File: src/rtl/stage_rt_nway_pkg.sv
`default_nettype none
// ============================================================================
// Module      : stage_rt_nway_pkg
// Description : Shared types and constants for the N-wide retire stage.
// Revision    : 1.0 - initial release
// ============================================================================
package stage_rt_nway_pkg;

  localparam int RT_WIDTH_DEF = 3;
  localparam int ZERO_REG     = 0;

  typedef enum logic [1:0] {
    RT_RUN    = 2'd0,
    RT_SQUASH = 2'd1,
    RT_DRAIN  = 2'd2,
    RT_HALTED = 2'd3
  } rt_state_t;

endpackage : stage_rt_nway_pkg
`default_nettype wire

File: src/rtl/stage_rt_nway_prefix_mask.sv
`default_nettype none
// ============================================================================
// Module      : rt_prefix_mask
// Description : In-order retire prefix: mask, terminator one-hot/kind, count.
// Revision    : 1.0 - initial release
// ============================================================================
module rt_prefix_mask
  import stage_rt_nway_pkg::*;
#(
  parameter int RT_WIDTH = RT_WIDTH_DEF
) (
  input  logic                             enable,
  input  logic [RT_WIDTH-1:0]              valid,
  input  logic [RT_WIDTH-1:0]              take_branch,
  input  logic [RT_WIDTH-1:0]              halt_in,
  output logic [RT_WIDTH-1:0]              retire_mask,
  output logic [RT_WIDTH-1:0]              term_onehot,
  output logic                             term_any,
  output logic                             term_is_halt,
  output logic [$clog2(RT_WIDTH+1)-1:0]    ack_count
);

  localparam int CNT_BITS = $clog2(RT_WIDTH+1);

  logic w_open;

  // The window stays open until a gap or a retired terminator closes it.
  always_comb begin
    retire_mask  = '0;
    term_onehot  = '0;
    term_is_halt = 1'b0;
    ack_count    = '0;
    w_open       = enable;
    for (int i = 0; i < RT_WIDTH; i++) begin
      if (w_open && valid[i]) begin
        retire_mask[i] = 1'b1;
        ack_count      = ack_count + CNT_BITS'(1);
        if (take_branch[i] || halt_in[i]) begin
          term_onehot[i] = 1'b1;
          term_is_halt   = halt_in[i];
          w_open         = 1'b0;
        end
      end else begin
        w_open = 1'b0;
      end
    end
  end

  assign term_any = |term_onehot;

endmodule : rt_prefix_mask
`default_nettype wire

File: src/rtl/stage_rt_nway.sv
`default_nettype none
// ============================================================================
// Module      : stage_rt_nway
// Description : N-wide in-order retire stage with squash/halt-drain FSM.
// Revision    : 1.0 - initial release
// ============================================================================
module stage_rt_nway
  import stage_rt_nway_pkg::*;
#(
  parameter int RT_WIDTH = RT_WIDTH_DEF,
  parameter int XLEN     = 32,
  parameter int REG_W    = 5,
  parameter int TAG_W    = 5,
  parameter int CNT_W    = 64
) (
  input  logic                          clock,
  input  logic                          reset,
  input  logic [RT_WIDTH-1:0]           rob_valid,
  input  logic [RT_WIDTH*REG_W-1:0]     rob_dest_reg,
  input  logic [RT_WIDTH*TAG_W-1:0]     rob_tag,
  input  logic [RT_WIDTH*XLEN-1:0]      rob_value,
  input  logic [RT_WIDTH*XLEN-1:0]      rob_npc,
  input  logic [RT_WIDTH-1:0]           rob_take_branch,
  input  logic [RT_WIDTH-1:0]           rob_halt,
  input  logic                          rt_busy,
  output logic [RT_WIDTH-1:0]           rf_wr_en,
  output logic [RT_WIDTH*REG_W-1:0]     rf_wr_idx,
  output logic [RT_WIDTH*XLEN-1:0]      rf_wr_data,
  output logic [RT_WIDTH-1:0]           mt_retire_valid,
  output logic [RT_WIDTH*TAG_W-1:0]     mt_retire_tag,
  output logic [RT_WIDTH-1:0]           lsq_retire_valid,
  output logic [RT_WIDTH*TAG_W-1:0]     lsq_retire_tag,
  output logic [RT_WIDTH-1:0]           retire_valid,
  output logic [RT_WIDTH*XLEN-1:0]      retire_npc,
  output logic [$clog2(RT_WIDTH+1)-1:0] rob_ack_count,
  output logic                          squash_flag,
  output logic [XLEN-1:0]               squash_pc,
  output logic                          halt,
  output logic [CNT_W-1:0]              retired_count
);

  localparam logic [REG_W-1:0] c_zero_reg = REG_W'(ZERO_REG);

  rt_state_t                      r_state;
  logic                           r_squash_flag;
  logic [XLEN-1:0]                r_squash_pc;
  logic                           r_halt;
  logic [CNT_W-1:0]               r_retired_count;

  logic                           w_run;
  logic [RT_WIDTH-1:0]            w_mask;
  logic [RT_WIDTH-1:0]            w_term_onehot;
  logic                           w_term_any;
  logic                           w_term_is_halt;
  logic [$clog2(RT_WIDTH+1)-1:0]  w_ack_count;
  logic [XLEN-1:0]                w_term_value;

  assign w_run = (r_state == RT_RUN);

  rt_prefix_mask #(
    .RT_WIDTH (RT_WIDTH)
  ) u_prefix (
    .enable       (w_run),
    .valid        (rob_valid),
    .take_branch  (rob_take_branch),
    .halt_in      (rob_halt),
    .retire_mask  (w_mask),
    .term_onehot  (w_term_onehot),
    .term_any     (w_term_any),
    .term_is_halt (w_term_is_halt),
    .ack_count    (w_ack_count)
  );

  always_comb begin
    w_term_value = '0;
    for (int i = 0; i < RT_WIDTH; i++) begin
      if (w_term_onehot[i]) begin
        w_term_value = rob_value[i*XLEN +: XLEN];
      end
    end
  end

  generate
    for (genvar g = 0; g < RT_WIDTH; g++) begin : g_slot
      logic w_has_dest;
      assign w_has_dest = (rob_dest_reg[g*REG_W +: REG_W] != c_zero_reg);

      assign retire_valid[g]     = w_mask[g];
      assign rf_wr_en[g]         = w_mask[g] &&  w_has_dest;
      assign mt_retire_valid[g]  = w_mask[g] &&  w_has_dest;
      assign lsq_retire_valid[g] = w_mask[g] && !w_has_dest;

      assign rf_wr_idx[g*REG_W +: REG_W]      = w_run ? rob_dest_reg[g*REG_W +: REG_W] : '0;
      assign rf_wr_data[g*XLEN +: XLEN]       = !w_run ? '0 :
                                                rob_take_branch[g] ? rob_npc[g*XLEN +: XLEN]
                                                                   : rob_value[g*XLEN +: XLEN];
      assign mt_retire_tag[g*TAG_W +: TAG_W]  = w_run ? rob_tag[g*TAG_W +: TAG_W] : '0;
      assign lsq_retire_tag[g*TAG_W +: TAG_W] = w_run ? rob_tag[g*TAG_W +: TAG_W] : '0;
      assign retire_npc[g*XLEN +: XLEN]       = w_run ? rob_npc[g*XLEN +: XLEN] : '0;
    end
  endgenerate

  assign rob_ack_count = w_ack_count;

  // Halt wins over take_branch on the same terminator: no squash is raised.
  always_ff @(posedge clock or negedge reset) begin
    if (!reset) begin
      r_state         <= RT_RUN;
      r_squash_flag   <= 1'b0;
      r_squash_pc     <= '0;
      r_halt          <= 1'b0;
      r_retired_count <= '0;
    end else begin
      r_retired_count <= r_retired_count + CNT_W'(w_ack_count);
      case (r_state)
        RT_RUN: begin
          if (w_term_any) begin
            if (w_term_is_halt) begin
              r_state <= RT_DRAIN;
            end else begin
              r_state       <= RT_SQUASH;
              r_squash_flag <= 1'b1;
              r_squash_pc   <= w_term_value;
            end
          end
        end
        RT_SQUASH: begin
          r_state       <= RT_RUN;
          r_squash_flag <= 1'b0;
        end
        RT_DRAIN: begin
          if (!rt_busy) begin
            r_state <= RT_HALTED;
            r_halt  <= 1'b1;
          end
        end
        RT_HALTED: begin
          r_halt <= 1'b1;
        end
        default: begin
          r_state <= RT_RUN;
        end
      endcase
    end
  end

  assign squash_flag   = r_squash_flag;
  assign squash_pc     = r_squash_pc;
  assign halt          = r_halt;
  assign retired_count = r_retired_count;

endmodule : stage_rt_nway
`default_nettype wire

File: config.mk
export PLATFORM = sky130hd
export DESIGN_NAME = stage_rt_nway
export DESIGN_NICKNAME = d
export VERILOG_FILES = /design/src/rtl/stage_rt_nway_pkg.sv /design/src/rtl/stage_rt_nway_prefix_mask.sv /design/src/rtl/stage_rt_nway.sv
export SDC_FILE = /design/constraint.sdc
export NUM_CORES = 1
export LEC_CHECK = 0
export ABC_AREA = 1
export CAP_MARGIN = 10
export CORE_AREA = 5 5 222 224
export DETAILED_ROUTE_END_ITERATION = 12
export DIE_AREA = 0 0 227 229
export PLACE_DENSITY = 0.56
export SYNTH_ARGS = -nofsm -noshare
export SYNTH_HDL_FRONTEND = slang
export SYNTH_HIERARCHICAL = 1
export SYNTH_SLANG_ARGS = --single-unit
export TNS_END_PERCENT = 1
File: constraint.sdc
create_clock -name clock -period 3.4 [get_ports clock]
set_input_delay 0.85 -clock clock [delete_from_list [all_inputs] [get_ports clock]]
set_output_delay 0.85 -clock clock [all_outputs]
set_load 0.02 [all_outputs]
# After elaboration in Yosys (flattened, before gate mapping)

Index checks and enable logic that the tools add are counted.

Register bits after elaboration: 100
Latch bits: 0
RAM bits: 0
Bits in read-only memories: 0
Input bits: 234
Output and inout port bits: 349
Logic and storage cells: 91
Memories kept: 0

Add/subtract/negate cells: 3
Multiply operators: 0
Div/mod/pow operators: 0
Magnitude comparators: 0
Equal/unequal tests: 6
Shift operators: 0
Muxes and demuxes: 49
Bitwise logic cells: 1
Reduce and logical (&&, ||, !) cells: 27

Operators with widths:

| kind                                                | count |
|---|---|
| two-way mux 32 bit                                  | 12 |
| adder 64 x 2 -> 64 bit                              | 1 |
| two-way mux 5 bit                                   | 6 |
| two-way mux 1 bit                                   | 23 |
| nonzero test 5 bit                                  | 3 |
| two-way mux 2 bit                                   | 5 |
| logical AND 1 bit                                   | 9 |
| AND reduction 3 bit                                 | 3 |
| != test 2 bit, second input constant                | 3 |
| case mux 2 bit (3 select lines)                     | 1 |
| equality test 2 bit, second input constant          | 2 |
| case mux 1 bit (2 select lines)                     | 2 |
| nonzero test 2 bit                                  | 2 |
| logical NOT 1 bit                                   | 3 |
| logical OR 1 bit                                    | 3 |
| nonzero test 3 bit                                  | 1 |
| OR reduction 3 bit                                  | 1 |
| adder 1 x 1 -> 2 bit, second input constant         | 1 |
| adder 2 x 1 -> 2 bit, second input constant         | 1 |
| equality test 2 x 1 -> 1 bit, second input constant | 1 |
| logical NOT 2 bit                                   | 1 |
| AND reduction 2 bit                                 | 1 |
| inverter 1 bit                                      | 1 |

# Longest topological paths before layout

Gate-level depths: netlist of the first run.

Depth after elaboration: 10
Mapped depth: 19
Depth with buffers taken out: 19

# By module

The synthesis of the first run kept the hierarchy.

By module, submodules not included:

| module         | times used | cells an instance | area an instance (µm²) | sequential area each (µm²) |
|---|---|---|---|---|
| stage_rt_nway  | 1          | 1430              | 8272.9                 | 2502.4 |
| rt_prefix_mask | 1          | 36                | 195.2                  | 0.0 |

# Worst setup path after synthesis of the first run

Ideal clock, no wire load.

Kind: input-to-reg
From: input rob_take_branch[0]
To: register r_retired_count[36], in the netlist retired_count[36]
Setup time: 0.123 ns
Arrival time: 3.292 ns
Required time: 3.277 ns
Path slack: -0.015 ns
Cell stages on the path: 15
Buffers on the path: 0
Cell sequence: inv_1 -> nand2_2 -> nor2_8 -> inv_1 -> ha_1 -> nand3b_1 -> nand2_1 -> ha_1 -> inv_1 -> fa_1 -> nor2_4 -> nand2_2 -> nor2_4 -> nand3_1 -> xor2_1

Word-level cells in the longest chain between the ends: 8
Elaborated cells between the ends (all ways): 11
Classes of those cells: 2 x add/sub; 6 x mux; 3 x reduce/logical

RTL lines:

| what                                                             | RTL line                                                         | text |
|---|---|---|
| start, declared                                                  | stage_rt_nway.sv:23                                              | `input logic [RT_WIDTH-1:0] rob_take_branch,` |
| logical OR 1 bit (*)                                             | stage_rt_nway_prefix_mask.sv:38                                  | `if (take_branch[i] \|\| halt_in[i]) begin` |
| two-way mux 1 bit (*)                                            | stage_rt_nway_prefix_mask.sv:38                                  |  |
| two-way mux 1 bit (*)                                            | stage_rt_nway_prefix_mask.sv:35                                  | `if (w_open && valid[i]) begin` |
| logical AND 1 bit / two-way mux 1 bit (equally long branches)    | stage_rt_nway_prefix_mask.sv:35, stage_rt_nway_prefix_mask.sv:38 |  |
| two-way mux 2 bit / two-way mux 1 bit (equally long branches)    | stage_rt_nway_prefix_mask.sv:35                                  |  |
| adder 2 x 1 -> 2 bit / logical AND 1 bit (equally long branches) | stage_rt_nway_prefix_mask.sv:37, stage_rt_nway_prefix_mask.sv:35 |  |
| two-way mux 2 bit (*)                                            | stage_rt_nway_prefix_mask.sv:35                                  |  |
| net rob_ack_count[0]                                             | stage_rt_nway.sv:35                                              | `output logic [$clog2(RT_WIDTH+1)-1:0] rob_ack_count,` |
| adder 64 x 2 -> 64 bit (*)                                       | stage_rt_nway.sv:114                                             | `r_retired_count <= r_retired_count + CNT_W'(w_ack_count);` |
| end signal, assigned                                             | stage_rt_nway.sv:114                                             |  |
| end, declared                                                    | stage_rt_nway.sv:48                                              | `logic [CNT_W-1:0] r_retired_count;` |

Mark *: on every way through the listed nets, which the timed path passes. The rest lies on a longest branch.
A chain may end at the register's enable or synchronous reset.

# Worst setup path after layout of the first run

From: input rob_take_branch[1]
To: output rf_wr_data[60]

Word-level cells in the longest chain between the ends: 2

RTL lines:

| what               | RTL line            | text |
|---|---|---|
| two-way mux 32 bit | stage_rt_nway.sv:95 | `rob_take_branch[g] ? rob_npc[g*XLEN +: XLEN]` |
| two-way mux 32 bit | stage_rt_nway.sv:94 | `assign rf_wr_data[g*XLEN +: XLEN] = !w_run ? '0 :` |
| end, declared      | stage_rt_nway.sv:28 | `output logic [RT_WIDTH*XLEN-1:0] rf_wr_data,` |

No other way between the ends.

==> run summary, run 1 <==
fin. max-slew vios - 0
Worst EP arrival - 2.50 ns
R2R cell count - 19
die area - 52000 sq um
Layout area overhead - 85.1%
final wirelength - 60.1 mm
CP startpoint - rob_take_branch[1]
Hold Path Depth - 2
Final GP Congestion - 0.974
status - finished, final reports clean
largest cells by area after synthesis - dfrtp_1 30%, nand2_1 19%, nor2_1 14%, inv_1 8.9%, o21ai_0 7.7%
R2R setup slack - 0.41 ns
Period Utilization, post-route - 98.4%
Reg-to-Reg Start - r_state[0]
max cap viols - 0
Final Hold Viols - 0
Yosys top cell area share - 29.6%
DRC Markers - 0
final instance area - 15700 sq um
# fillers - 5281
# IOs - 583
Final min period - 3.35 ns
GRT Resource Usage Total - 21.8%
Crit-path slowest cell - clkdlybuf4s50_1
Multi-input gate area - 4880 sq um
Post-synth EDFFs - 0
Hold Crit Class - flop to flop
vias post-DR - 11500
Hold EP - halt
final-report setup violation count - 0
peak supply drop - 0.000242 V
register area - 2500 sq um
Critical Path End Type - output port
largest net degree at the start of global routing - 69
num rows - 80
syn avg cell area - 5.78 sq um
top_reg_cell synth - dfrtp_1
Clk Latency, worst-skew pair - 0.37 ns
mapped cell area - 8470 sq um
# nets final - 2285
Longest Clk Path Bufs - 2
setup TNS - 0 ns
RSZ-0062 raised after global routing - true
post-synthesis async set-or-reset flop share - 100%
number of distinct library cells after synthesis - 31
crit-path max FO - 19
P_leak - 7.91 nW
Initial Util - 18.0%
synthesized instance count - 1466
H-tree levels - 3
number of buffers added on ports - 582
CP startpoint kind - input pin
antenna violations before repair - 14
HPWL after DPL - 52.5 mm
Yosys warnings - 6
worst reg2reg path endpoint - retired_count[42]
Die Y - 229 um
area leader, netlist - dfrtp_1
Critical Path RT - 2.55 ns
syn_nets - 1708
total congestion overflow - 0
WL/cell - 22.5 um
Reg clk slew, reported paths - 0.08 ns
TritonRoute pass-1 iters - 5
ANT nets after route - 0
layout cells sized above 1 - 8.50%
DIE WIDTH - 227 um
Worst-Margin Slew - 0.678 ns
Num CTS Buffers - 9
Place WS - -0.478 ns
number of synthesized register bits - 100
register area share after synthesis - 29.6%
Core ar. - 47100 sq um
Vias/cell - 4.32
Placed Area - 15400 sq um
Root Buffer - clkbuf_16
first-pass GRT wire length - 83.6 mm
First DRT Iteration DRCs - 684
Fmax - 299 MHz
clk_skew - 0.0111 ns
CP cell instances - clkdlybuf4s50_1, buf_12, buf_4, inv_1, buf_12, nor2_1, nor2_1, dlygate4sd2_1
vias in the first global route - 11700
headroom to the max-slew limit - 54.8%
total design power - 0.00269 W
PD cells - 172 nW/um^2
hold path start - halt
Largest stage delay, worst path - 0.47 ns
CTS sink cnt - 100
Setup Crit Path Kind - input pin to output port
CTS tree - built
final critical-path setup slack - 0.0533 ns
Hold Buf Count CTS - 0
through the flow:
stage	hold slack [ns]	utilization (%)	instances
detailed placement	0.454	32.6	2645
floorplan	0.554	-	1466
global route	0.498	33.2	2670
global placement	0.454	32.6	2645
CTS	0.477	33.0	2661
finish	0.471	33.2	2671
critical path, delay by kind of cell:
kind,cells,cell delay (ns)
simple gates,2,0.16
buf+inv,6,1.46
Yosys cell counts, types with 2 or more instances:
master,count
nand2_1,436
nor2_1,311
inv_1,201
o21ai_0,130
dfrtp_1,100
a21oi_1,64
clkbuf_1,48
xnor2_1,21
o21ai_1,20
buf_4,18
nand3_1,16
nand2_2,14
buf_2,13
nand4_1,12
xor2_1,12
nor2_2,11
ha_1,7
nor2_4,7
nand3b_1,5
inv_2,4
buf_1,3
nor3_1,3
nand3_2,2
routing by layer:
metal / vias to the layer above / GRT usage, % / part of all wire, %
li1: 5599 / - / -
met1: 5503 / 27.3 / 42
met2: 392 / 38.8 / 50
met3: 43 / 5.05 / 7.0
met4: 2 / 3.70 / 1.0
met5: - / 0 / 0.022
cell families after synthesis:
| family | share of synthesized area, % |
|---|---|
| xor gates and xnor gates | 3.41 |
| buffers and inverters | 13.8 |
| AOI/OAI and AO/OA | 12.9 |
| DFF | 29.6 |
| and+or+nand+nor | 39.1 |
| adders and majority gates | 1.27 |
placed cells by master, fill, tap and decap left out, types with 8 or more instances in the layout:
| master | n |
|---|---|
| diode_2 | 8 |
| nand2_2 | 13 |
| xor2_1 | 12 |
| dlygate4sd2_1 | 68 |
| o21ai_1 | 20 |
| dfrtp_1 | 100 |
| nand2_1 | 433 |
| clkbuf_2 | 12 |
| nand4_1 | 12 |
| buf_12 | 21 |
| xnor2_1 | 21 |
| nand3_1 | 15 |
| buf_4 | 64 |
| nor2_1 | 309 |
| inv_1 | 197 |
| nor2_2 | 12 |
| nor2_4 | 8 |
| dlymetal6s2s_1 | 15 |
| clkdlybuf4s50_1 | 458 |
| o21ai_0 | 130 |
| clkbuf_16 | 9 |
| inv_2 | 8 |
| a21oi_1 | 64 |
worst max path at each step:
stage                         to  slack (ns)
2_1_floorplan  retired_count[36]        0.04
3_3_place_gp    rob_ack_count[0]       -0.46
3_5_place_dp   retired_count[44]       -0.48
4_1_cts           rf_wr_data[37]      0.0002
5_1_grt        retired_count[42]       -0.04
6_report          rf_wr_data[60]        0.05
flip-flops by register name, summed over array words and instances, names as in the netlist:
name	count
retired_count	64
squash_pc	32
r_state	2
halt	1
squash_flag	1
report_power, final:
part	internal, W	switching (W)	total [W]
Sequential	0.00119	0	0.00119
Clock	0.000509	0.000522	0.00103
Combinational	0.000281	0.000193	0.000474
Total	0.00198	0.000715	0.00269
timing repair:
action / 4_1_cts / 5_1_grt
setup buffers: 0 / 2
pin swaps: 2 / 9
gates resized for setup: 105 / 58
endpoints found under the setup margin: 109 / 115
cell type report:
cell class / count / share of cell area, %
clock inverters: 7 / 0.367
well taps: 615 / 4.91
clock buffers: 9 / 1.44
multi-input cells: 1078 / 31.1
repair buffers: 648 / 41.1
inverters: 206 / 4.93
flip-flops and latches: 100 / 16.0
diodes: 8 / 0.128
Note: power is estimated with default switching activity, not from simulation.
==> inputs of run 2 (changes only) <==
- GPL_TIMING_DRIVEN: not set -> 0
- RECOVER_POWER: not set -> 50
==> run 2 against run 1 <==
Maximum frequency fell by 6.9%. Critical path depth fell by 3. Core utilization fell by 0.48 points. Die area did not move. Via count barely moved. First-iteration DRC count fell by 18%. Count of clock-buffer cells in the layout rose by 3. The run now ends with capacitance limit, slew limit, setup timing left. Worst setup slack got worse by 0.25 ns. Flip-flop and latch count did not move.
==> run summary, run 2 (synthesized netlist as in run 1, its figures left out) <==
Layout area overhead - 82.4%
Final GP Congestion - 0.963
CP startpoint - rob_take_branch[0]
Hold Crit Class - flop to flop
status - finished with violations
final-report setup violation count - 50
First DRT Iteration DRCs - 558
Worst-Margin Slew - 2.27 ns
antenna violations before repair - 18
vias in the first global route - 11800
Num CTS Buffers - 9
register area - 2500 sq um
Layout Cells excl Fill - 2692
WHS - 0.477 ns
# fillers - 5234
DRC Markers - 0
CP startpoint kind - input pin
Root Buffer - clkbuf_16
Setup Crit Path Kind - input pin to output port
num rows - 80
total design power - 0.00264 W
total congestion overflow - 0
GRT Resource Usage Total - 22.5%
vias post-DR - 11500
hold path start - squash_pc[22]
Final Hold Viols - 0
final critical-path setup slack - -0.196 ns
headroom to the max-slew limit - -51.4%
Initial Util - 18.0%
ANT nets after route - 0
Worst EP arrival - 2.75 ns
Setup crit end - rf_wr_data[12]
CTS tree - built
Period Utilization, post-route - 106%
final instance area - 15400 sq um
Reg-to-Reg Start - r_state[1]
PD cells - 171 nW/um^2
Critical Path End Type - output port
most frequent cells in the layout - 436 x nand2_1, 309 x nor2_1, 273 x clkdlybuf4s50_1, 198 x inv_1, 126 x o21ai_0
commonest non-fill, non-tap cell in the layout - nand2_1
# IOs - 583
Critical Path RT - 2.55 ns
CTS sink cnt - 100
H-tree levels - 3
WL/cell - 22.9 um
TritonRoute pass-1 iters - 6
peak supply drop - 0.000233 V
clk_skew - 0.00896 ns
Core ar. - 47100 sq um
Fmax - 278 MHz
Die Y - 229 um
setup TNS - -3.58 ns
# nets final - 2305
max cap viols - 1
Clk Latency, worst-skew pair - 0.36 ns
R2R setup slack - 0.20 ns
die area - 52000 sq um
Multi-input gate area - 4830 sq um
first-pass GRT wire length - 85.1 mm
max FFs per register - 64
layout cells sized above 1 - 7.40%
Final min period - 3.60 ns
worst reg2reg path endpoint - squash_pc[26]
cell count after placement - 2664
Vias/cell - 4.28
R2R cell count - 15
DIE WIDTH - 227 um
Reg clk slew, reported paths - 0.07 ns
largest net degree at the start of global routing - 61
failing checks - capacitance limit, slew limit, setup timing
final wirelength - 61.7 mm
fin. max-slew vios - 42
RSZ-0062 raised after global routing - true
Longest Clk Path Bufs - 2
number of buffers added on ports - 582
Placed Area - 15100 sq um
P_leak - 9.49 nW
HPWL after DPL - 54.6 mm
crit-path max FO - 10
## run 2: cell type report
cell class	count	area share, %
Timing Repair Buffer	586	37.5
Multi-Input combinational cell	1078	31.2
Sequential cell	100	16.2
Inverter	206	5.03
Tap cell	615	4.98
Buffer	82	3.09
Clock buffer	12	1.60
Clock inverter	4	0.219
Antenna cell	9	0.146
## run 2: what timing repair did
item / in CTS / in global routing
hold buffers: 0 / 0
buffers inserted: 3 / 0
endpoints found under the setup margin: 296 / 200
gates resized for setup: 180 / 140
pin swaps: 5 / 2
## run 2: per-stage QoR
step                      setup slack, ns  util, %
after floorplan                    0.0408        -
after global placement              -2.63     32.0
after detailed placement            -1.08     32.0
after CTS                          -0.242     32.7
after global routing               -0.256     32.8
final                              -0.196     32.8
## run 2: how the worst min path moves through the flow
| stage | slack [ns] | cells past startpoint | to |
|---|---|---|---|
| 5_1_grt | 0.49 | 2 | squash_pc[0] |
| 6_report | 0.48 | 2 | squash_pc[22] |
| 3_5_place_dp | 0.46 | 2 | squash_pc[9] |
| 4_1_cts | 0.49 | 2 | squash_pc[9] |
| 3_3_place_gp | 0.46 | 2 | halt |
| 2_1_floorplan | 0.55 | 0 | halt |
## run 2: layer usage
metal | vias up | GRT usage, % | part of all wire, %
met5 | - | 0 | 0.078
met4 | 8 | 5.46 | 1.8
met3 | 65 | 6.83 | 8.7
met2 | 426 | 40.2 | 50
met1 | 5380 | 26.1 | 39
li1 | 5653 | - | -
## run 2: worst max-delay path: stages
cell and delay (ns):
dlygate4sd2_1 0.48, clkbuf_1 0.34, o21ai_0 0.27, nor2_1 0.15, clkdlybuf4s50_1 0.64
## run 2: power breakdown
group | switching, W | internal, W
combinational | 0.000183 | 0.000258
sequential | 0 | 0.00119
clock | 0.000488 | 0.000525
==> inputs of run 3 (changes only) <==
- CELL_PAD_IN_SITES_DETAIL_PLACEMENT: not set -> 1
- CELL_PAD_IN_SITES_GLOBAL_PLACEMENT: not set -> 1
- PLACE_DENSITY: 0.56 -> 0.77
==> run 3 against run 2 <==
The run ends with capacitance limit, slew limit left. Sequential power about the same. Critical path type unchanged. Design area up 1.0%. Routed wire length decreased by 1.5%. Critical path depth up 1. Clock power grew 17%. Combinational power up 0.9%. First-iteration DRC count up 16%. Worst setup slack gained 0.20 ns. Die area unchanged.
==> run summary, run 3 (synthesized netlist as in run 1, its figures left out) <==
CTS tree - built
largest net degree at the start of global routing - 57
final-report setup violation count - 0
final critical-path setup slack - 0.00660 ns
Fmax - 295 MHz
Critical Path End Type - output port
Worst-Margin Slew - 1.58 ns
Final Hold Viols - 0
# nets final - 2304
Bufs and invs on worst path - 4
Layout Cells excl Fill - 2696
crit-path max FO - 10
Root Buffer - clkbuf_16
max FFs per register - 64
Period Utilization, post-route - 99.8%
Crit-path slowest cell - clkdlybuf4s50_1
# IOs - 583
first-pass GRT wire length - 85.5 mm
total congestion overflow - 0
DRC Markers - 0
final wirelength - 60.8 mm
Clk Latency, worst-skew pair - 0.37 ns
First DRT Iteration DRCs - 647
Critical Path RT - 2.55 ns
CP cell instances - dlygate4sd2_1, inv_2, buf_2, nor2_1, nor2_1, clkdlybuf4s50_1
Num CTS Buffers - 9
setup TNS - 0 ns
Vias/cell - 4.38
antenna violations before repair - 20
num rows - 80
Placed Area - 15100 sq um
Place WS - -1.20 ns
final instance area - 15600 sq um
P_leak - 9.80 nW
cell count after placement - 2664
Die Y - 229 um
# fillers - 5955
layout cells sized above 1 - 7.79%
Initial Util - 18.0%
status - finished with violations
Reg clk slew, reported paths - 0.07 ns
number of buffers added on ports - 582
CP startpoint kind - input pin
most frequent cells in the layout - 438 x nand2_1, 308 x nor2_1, 261 x clkdlybuf4s50_1, 197 x inv_1, 127 x o21ai_0
Setup Crit Path Kind - input pin to output port
PD cells - 180 nW/um^2
vias in the first global route - 12700
HPWL after DPL - 53.2 mm
max cap viols - 1
H-tree levels - 3
ANT nets after route - 0
Largest stage delay, worst path - 0.62 ns
total design power - 0.00281 W
Final GP Congestion - 0.914
Worst EP arrival - 2.54 ns
top cell family by delay on the critical path - buffers and inverters
GRT Resource Usage Total - 22.1%
Final min period - 3.39 ns
headroom to the max-slew limit - -5.24%
CTS sink cnt - 100
Layout area overhead - 84.3%
TritonRoute pass-1 iters - 4
failing checks - capacitance limit, slew limit
die area - 52000 sq um
RSZ-0062 raised after global routing - true
Most common cell on crit path - nor2_1
fin. max-slew vios - 57
DIE WIDTH - 227 um
Longest Clk Path Bufs - 2
clk_skew - 0.0154 ns
R2R setup slack - 0.25 ns
Hold Crit Class - flop to flop
peak supply drop - 0.000223 V
vias post-DR - 11800
Core ar. - 47100 sq um
commonest non-fill, non-tap cell in the layout - nand2_1
Hold Buf Count CTS - 0
WL/cell - 22.5 um
[run 3: cell types whose count changed in the layout (fill, tap and decap cells not counted), sizes merged]
cell	previous run	this run
clkdlybuf4s50	273	261
clkinv	4	3
bufinv	0	2
clkbuf	86	83
dlygate4sd2	78	70
dlymetal6s2s	87	106
diode	9	14
clkinvlp	1	2
clkdlybuf4s15	5	6
[run 3: final cells by class]
class	count	area [sq um]	area share (%)
antenna	14	35.0	0.225
buffer	82	499	3.20
clock buffer	10	239	1.53
clock inverter	6	86.3	0.553
inverter	206	777	4.98
multi-input combinational	1078	4850	31.1
sequential	100	2500	16.0
tap	615	769	4.93
timing repair buffer	585	5840	37.5
[run 3: worst paths after layout]
check | startpoint | endpoint | cells after the start
max | rob_take_branch[2] | rf_wr_data[94] | 6
min | halt | halt | 2
max reg2reg | r_state[0] | squash_pc[22] | 14
min reg2reg | halt | halt | 2
max in group asynchronous | reset | squash_pc[29] | 2
min in group asynchronous | reset | retired_count[12] | 1
[run 3: where the power goes]
group          leakage, nW  switching [W]  internal [W]
logic                 8.27       0.000187      0.000257
clock network        0.159       0.000512      0.000667
registers             1.37              0       0.00119
[run 3: worst min-delay path, delay by kind of cell, from the launching register on]
kind          cells  cell delay (ns)
simple gates      1             0.05
buf+inv           1             0.04
flops             1             0.34
[run 3: per-stage QoR]
step / util (%) / hold slack (ns)
after floorplan: - / 0.554
after global placement: 32.0 / 0.455
after detailed placement: 32.0 / 0.467
after CTS: 32.8 / 0.486
after global routing: 33.1 / 0.505
final: 33.1 / 0.470
[run 3: routing by layer]
metal | GRT usage [%] | share of wire (%)
met4 | 6.28 | 2.2
met5 | 0 | 0.084
met3 | 4.47 | 6.0
met1 | 25.4 | 39
met2 | 41.0 | 52
[run 3: repair_timing]
item	in CTS	in global routing
setup endpoints to repair	304	162
buffers inserted	2	0
gates cloned	0	0
resized for setup	186	155
pin swaps	9	2
endpoints found under the hold margin	0	0
